$ cat config.mk
export PLATFORM = sky130hd
export DESIGN_NAME = vec_tile_serializer
export DESIGN_NICKNAME = d
export VERILOG_FILES = /design/src/rtl/vec_tile_serializer.sv
export SDC_FILE = /design/constraint.sdc
export NUM_CORES = 1
export LEC_CHECK = 0
export BUFFER_PORTS_ARGS = -buffer_cell sky130_fd_sc_hd__buf_2
export CORE_AREA = 2 2 459 461
export DETAILED_ROUTE_END_ITERATION = 8
export DIE_AREA = 0 0 461 463
export GPL_ROUTABILITY_DRIVEN = 0
export PLACE_DENSITY = 0.47
export SLEW_MARGIN = 20
export SYNTH_ARGS = -nofsm -noshare
export SYNTH_HDL_FRONTEND = slang
export SYNTH_SLANG_ARGS = --single-unit
export TNS_END_PERCENT = 5
$ cat constraint.sdc
create_clock -name clk -period 150.4 [get_ports clk]
set_input_delay 15.04 -clock clk [delete_from_list [all_inputs] [get_ports clk]]
set_output_delay 15.04 -clock clk [all_outputs]
set_load 0.005 [all_outputs]
$ cat src/rtl/vec_tile_serializer.sv
// Vector-to-tile serializer: captures one LENGTH-element vector per handshake and
// streams it as TILE-wide beats, zero-padding elements at or beyond the runtime length.

module vec_tile_lane #(
  parameter int DATA_WIDTH = 8,
  parameter int TILE       = 16,
  parameter int NBEATS     = 8,
  parameter int LANE       = 0,
  parameter int LW         = 8,
  parameter int IW         = 3
)(
  input  logic [NBEATS-1:0][DATA_WIDTH-1:0] col,
  input  logic [IW-1:0]                     idx,
  input  logic [LW-1:0]                     eff_len,
  input  logic                              en,
  output logic [DATA_WIDTH-1:0]             elem
);
  logic [31:0] k;
  assign k    = 32'(idx) * 32'(TILE) + 32'(LANE);
  assign elem = (en && k < 32'(eff_len)) ? col[idx] : '0;
endmodule

module vec_tile_serializer #(
  parameter  int DATA_WIDTH = 8,
  parameter  int LENGTH     = 128,
  parameter  int TILE       = 16,
  localparam int NBEATS     = LENGTH / TILE,
  localparam int LW         = $clog2(LENGTH + 1),
  localparam int IW         = (NBEATS > 1) ? $clog2(NBEATS) : 1
)(
  input  logic                               clk,
  input  logic                               rst_n,
  input  logic                               in_valid,
  output logic                               in_ready,
  input  logic [LENGTH-1:0][DATA_WIDTH-1:0]  in_vec,
  input  logic [LW-1:0]                      vec_len,
  output logic                               out_valid,
  input  logic                               out_ready,
  output logic [TILE-1:0][DATA_WIDTH-1:0]    out_tile,
  output logic [IW-1:0]                      out_idx,
  output logic                               out_last,
  output logic                               busy,
  output logic                               done
);
  typedef enum logic [1:0] {IDLE, SEND, FIN} state_t;

  typedef struct packed {
    logic [LW-1:0] eff_len;
    logic [IW-1:0] last_idx;
  } meta_t;

  state_t                           state;
  meta_t                            meta;
  logic [LENGTH-1:0][DATA_WIDTH-1:0] buffer;
  logic [LW-1:0]                    eff_in;
  int                               nb_in;
  logic [IW-1:0]                    nxt_idx;

  always_comb begin
    eff_in  = (int'(vec_len) > LENGTH) ? LW'(LENGTH) : vec_len;
    nb_in   = (int'(eff_in) + TILE - 1) / TILE;
    nxt_idx = out_idx + IW'(1);
  end

  always_ff @(posedge clk) begin
    if (!rst_n) begin
      state     <= IDLE;
      meta      <= '0;
      in_ready  <= 1'b0;
      out_valid <= 1'b0;
      out_last  <= 1'b0;
      out_idx   <= '0;
      busy      <= 1'b0;
      done      <= 1'b0;
    end else begin
      done <= 1'b0;
      case (state)
        IDLE: begin
          in_ready <= 1'b1;
          if (in_valid && in_ready) begin
            buffer        <= in_vec;
            meta.eff_len  <= eff_in;
            meta.last_idx <= IW'(nb_in - 1);
            out_idx       <= '0;
            in_ready      <= 1'b0;
            busy          <= 1'b1;
            // An empty vector still owes the writer a done pulse.
            if (nb_in != 0) begin
              state     <= SEND;
              out_valid <= 1'b1;
              out_last  <= (nb_in == 1);
            end else begin
              state <= FIN;
              done  <= 1'b1;
            end
          end
        end
        SEND: begin
          if (out_ready) begin
            if (out_last) begin
              state     <= FIN;
              out_valid <= 1'b0;
              out_last  <= 1'b0;
              done      <= 1'b1;
            end else begin
              out_idx  <= nxt_idx;
              out_last <= (nxt_idx == meta.last_idx);
            end
          end
        end
        FIN: begin
          state    <= IDLE;
          busy     <= 1'b0;
          in_ready <= 1'b1;
        end
        default: state <= IDLE;
      endcase
    end
  end

  // Lane j owns column j of the buffer, one element per beat.
  logic [TILE-1:0][NBEATS-1:0][DATA_WIDTH-1:0] cols;

  for (genvar j = 0; j < TILE; j++) begin : g_lane
    for (genvar b = 0; b < NBEATS; b++) begin : g_col
      assign cols[j][b] = buffer[b*TILE + j];
    end
    vec_tile_lane #(
      .DATA_WIDTH(DATA_WIDTH), .TILE(TILE), .NBEATS(NBEATS),
      .LANE(j), .LW(LW), .IW(IW)
    ) u_lane (
      .col    (cols[j]),
      .idx    (out_idx),
      .eff_len(meta.eff_len),
      .en     (out_valid),
      .elem   (out_tile[j])
    );
  end
endmodule

* Word level (Yosys, flattened, before mapping) *
Index checks and enable logic that the tools add are counted.

word-level totals
  flip-flop bits (word level) = 1045
  bits in latches = 0
  RAM bits = 0
  memory bits (read-only) = 0
  input bits = 1036
  output and inout port bits = 136
  logic and storage cells = 291
  memories kept = 0

operators by class
  add/subtract/negate cells = 20
  multiply operators = 0
  div/mod/pow operators = 0
  magnitude comparators = 18
  equal/unequal tests = 9
  shift-type cells = 0
  multiplexer cells = 77
  bitwise gates (word level) = 1
  reductions and logical operators = 29

operators by type and width
  operator                number
  $lt A32 B8 Y1           15
  $bmux W8 S3             16
  $mux W8                 33
  $add A7 B4 Y8 const B   8
  $add A32 B1 Y32         1
  $add A7 B3 Y8 const B   4
  $eq A32 B2 Y1 const B   1
  $reduce_bool A32 Y1     1
  $logic_and A1 B1 Y1     17
  $add A7 B2 Y8 const B   2
  $mux W1                 14
  $ne A2 B2 Y1 const B    5
  $pmux W1 S2             5
  $sub A9 B1 Y10 const B  1
  $add A8 B5 Y9 const B   1
  $mux W3                 3
  $add A7 B1 Y8 const B   1
  $gt A8 B8 Y1 const B    1
  $lt A7 B8 Y1            1
  $mux W2                 4
  $reduce_and A4 Y1       2
  $pmux W3 S2             1
  $reduce_and A3 Y1       2
  $reduce_and A5 Y1       1
  other kinds (12)        14

* Depth between registers and ports, before layout *
  word-level depth = 11
  mapped depth = 10
  depth with buffers taken out = 9

* By module *
From an unflattened synthesis, not the netlist that was laid out.

second synthesis, totals
  cell total of the unflattened synthesis = 1975
  area, all modules = 42150.4 um^2

by module, submodules not included
  module                                  times used  cells an instance  area an instance (um^2)  seq. area each (um^2)
  vec_tile_serializer                     1           1148               31819.3                  31169.9
  vec_tile_lane at g_lane[0].u_lane ...   2           49                 650.6                    0.0
  vec_tile_lane at g_lane[6].u_lane ...   2           49                 641.9                    0.0
  vec_tile_lane at g_lane[10].u_lane ...  2           49                 638.1                    0.0
  vec_tile_lane at g_lane[15].u_lane      1           80                 698.2                    0.0
  vec_tile_lane at g_lane[11].u_lane      1           51                 659.4                    0.0
  vec_tile_lane at g_lane[1].u_lane       1           49                 649.4                    0.0
  vec_tile_lane at g_lane[12].u_lane      1           50                 645.6                    0.0
  vec_tile_lane at g_lane[14].u_lane      1           50                 644.4                    0.0
  vec_tile_lane at g_lane[4].u_lane       1           49                 643.1                    0.0
  vec_tile_lane at g_lane[13].u_lane      1           50                 641.9                    0.0
  vec_tile_lane at g_lane[3].u_lane       1           49                 633.1                    0.0
  vec_tile_lane at g_lane[5].u_lane       1           56                 629.4                    0.0
  vec_tile_lane at g_lane[7].u_lane       1           49                 625.6                    0.0

* Least setup slack after synthesis *
No wires, ideal clock.

  kind = input port to flip-flop
  start point = input in_valid
  end point = register buffer[0] in the netlist's numbering (enable)
  setup time = 2.440 ns
  arrival time = 57.845 ns
  data required time = 147.960 ns
  path slack = 90.115 ns
  cell stages on the path = 4
  buffers on the path = 1
  cell sequence = nand3b_1 nand2b_1 buf_2 nor2_1

on the way
  word-level cells in the longest chain between the ends = 2

RTL lines
  item                                line  source
  start, declared                     33    input logic in_valid,
  $logic_and A1 B1 Y1                 80    if (in_valid && in_ready) begin
  $reduce_and A3 Y1 (no source line)  n/a
  end signal, assigned                81    buffer <= in_vec;
  end, declared                       54    logic [LENGTH-1:0][DATA_WIDTH-1:0] buffer;

No other way between the ends.
A chain may end at the register's enable or synchronous reset.

* Worst setup path after layout *
  start point = input in_valid
  end point = register buffer[981] in the netlist's numbering (enable)

Same word-level chain as after synthesis.

==> results by group <==
Synthesis
  • Synth Area in Adders: 0.00218
  • Count leader, synth: edfxtp_1
  • Yosys top cell area share: 0.767
  • Post-synthesis mux area share: 0.176
  • Synth top cells by count: edfxtp_1, mux4_2, nor2_1
  • Xor and xnor area share after synthesis: 0.00125
  • Mapped Area: 40100 sq um
  • Number of synthesized flops with an enable pin: 1024
  • Syn Inst Count: 1782
  • Register area share after synthesis: 0.777
  • Syn. warnings: 0
  • Post-Synth Simple-Gate Area: 0.0217
  • Post-Syn Nets: 2825
  • FF+latch count, synth: 1045
  • Largest cells by area after synthesis: edfxtp_1, mux4_2, mux2i_1
  • Synth async-reset ratio: 0
  • Avg Inst Size Synth: 22.5 sq um
  • Main combinational cell family by area after synthesis: multiplexers
  • Compound-Gate Fraction of Synth Area: 0.0104
  • Ys flop type: edfxtp_1
  • Yosys cell types: 52
  • Area leader, netlist: edfxtp_1

Clocking
  • Cts repair resizes: 0
  • Number of clock sinks: 1045
  • Post-CTS Repair Setup Buffers: 0
  • Clock root buffer: clkbuf_16
  • Later-pin clock latency in the skew report: 0.77 ns
  • Hold Buf Count CTS: 0
  • CTS clk-pin slew, worst paths: 0.06 ns
  • CTS tree: yes
  • Max Buffers Root-to-Sink: 3
  • CTS buffer count: 118
  • Htree depth: 3

Setup path
  • WP data required: 150.79 ns
  • WS Path Type: in2reg
  • Critical path launch point type: input pin
  • Crit path capture type: register
  • Worst Path Arrival: 20.07 ns
  • Worst Path Max Fanout: 151

Global route
  • Remaining Overflow, GRT: 0
  • First-pass GRT wire length: 208000 microns
  • Pin count of the biggest net entering global routing: 172
  • Initial antenna violation count: 117
  • Tot GR Track Use: 0.144
  • Vias in the first global route: 24500

Placed design
  • Post-Place Worst Slack: 129.96 ns
  • Hpwl dp: 124000 microns
  • Port buffer count: 1171
  • Post-Place Cells: 5710

Timing
  • Min Tclk post-route: 19.68 ns
  • Hold Worst Slack: 0.469 ns
  • Final Max Slew Viols: 0
  • Final Hold Viols: 0
  • Final setup vio count: 0
  • Final setup margin: 130.72 ns
  • Fin crit share: 0.131
  • Fmax: 50.8 MHz
  • Unrepaired setup endpoints after global routing: false
  • Tightest Pin Transition: 1.13 ns
  • Sum of negative setup slack: 0 ns
  • Slew HR: 0.249
  • Skew final: 0.0701 ns

Floorplanning
  • DIE WIDTH: 461 microns
  • Initial Util: 0.192
  • I/O pins: 1172
  • Row cnt: 168
  • DIE AREA: 213000 sq um
  • Core Box Area: 209000 sq um
  • Die Y: 463 microns

Finish
  • Cell Count, Final, Fillers Out: 5988
  • Final-stage net count: 4068
  • Share of layout cells above drive strength 1: 0.531
  • Area growth, synth to finish: 33.2%

Route
  • Via density: 3.95
  • Remaining antenna violation count: 0
  • DR pass1 iterations: 7
  • Initial DRC count: 2312
  • Via count: 23600
  • DR WL/cell: 26.5 microns
  • Routed wire length: 159000 microns
  • # DRC: 0

Power
  • Cell Pwr Density: 12.4 nW/um^2
  • Peak supply drop: 0.00966 mV
  • Leakage dissipation: 18.4 nW

Hold path
  • HP Class: reg2reg

Flow run
  • Max-cap viol count: 0

Outcome
  • Status: finished, final reports clean
==> worst paths after layout <==
path	from	to	slack, ns	cells after the start
setup / recovery	in_valid	buffer[981]	130.72	9
hold / removal	meta[1]	meta[1]	0.47	2
setup reg to reg	state[0]	buffer[981]	144.60	8
hold reg to reg	meta[1]	meta[1]	0.47	2
==> cells by family (layout without fill, tap and decap cells) <==
kind of cell | after synthesis | in the layout
xor+xnor | 4 | 4
compound gates | 53 | 53
flops | 1045 | 1045
fa+ha+maj | 7 | 7
buf+inv | 93 | 1437
mux | 384 | 384
simple gates | 196 | 196
other cells | 0 | 57
==> per-layer routing <==
metal	vias to the layer above	global-route usage	wire length, microns
met5	-	0	599
met4	90	0.0413	4440
met3	294	0.0561	17000
met2	1268	0.239	76300
met1	12000	0.171	60600
li1	10000	-	-
==> area by class of cell <==
class                   count  area [sq um]
fillers                 21500        155000
flip-flops and latches   1045         31200
multi-input cells         644          8480
repair buffers           1207          6210
well taps                2805          3510
clock buffers             141          3060
clock inverters            80           786
diodes                     57           143
inverters                   9          33.8
==> flip-flops by register name, indices dropped and copies added (netlist names) <==
| name | flops |
|---|---|
| buffer | 1024 |
| meta | 11 |
| out_idx | 3 |
| state | 2 |
| busy | 1 |
| done | 1 |
| in_ready | 1 |
| out_last | 1 |
| out_valid | 1 |
==> critical path: stages <==
cell and delay, ns:
buf_2 0.12, nand3b_1 0.15, nand2b_1 0.44, nor2_4 0.19
buf_4 0.65, buf_4 0.84, buf_12 0.64, buf_4 0.78
buf_4 0.80
==> stage by stage <==
| stage | instance area [sq um] | power (W) | util |
|---|---|---|---|
| final | 53400 | 0.000663 | 0.256 |
| after global routing | 53300 | 0.000686 | 0.256 |
| after CTS | 53300 | 0.000674 | 0.255 |
| after detailed placement | 49400 | 0.000382 | 0.237 |
| after global placement | 49400 | 0.000381 | 0.237 |
| after floorplan | 40100 | 0.000375 | - |
==> power by group <==
part	leakage (nW)	switching (W)	total, W	internal (W)
sequential	9.51	0.00000380	0.000335	0.000332
combinational	7.08	0.0000206	0.0000396	0.0000189
clock	1.86	0.000124	0.000288	0.000164
==> cell usage in the layout, fill, tap and decap left out, types with 7 or more instances in the layout <==
master	netlist	layout
nor2_1	136	135
ha_1	7	7
mux4_2	256	256
diode_2	0	57
nand3b_1	7	7
inv_1	8	8
buf_2	38	1171
clkinv_2	0	24
clkinv_1	1	25
mux2i_1	128	128
clkinvlp_4	0	8
buf_4	12	30
clkbuf_1	19	22
clkbuf_16	0	119
edfxtp_1	1024	1024
bufinv_16	0	11
a21oi_1	17	17
dfxtp_1	21	18
nand2_1	18	18
(Power assumes the default switching activity.)
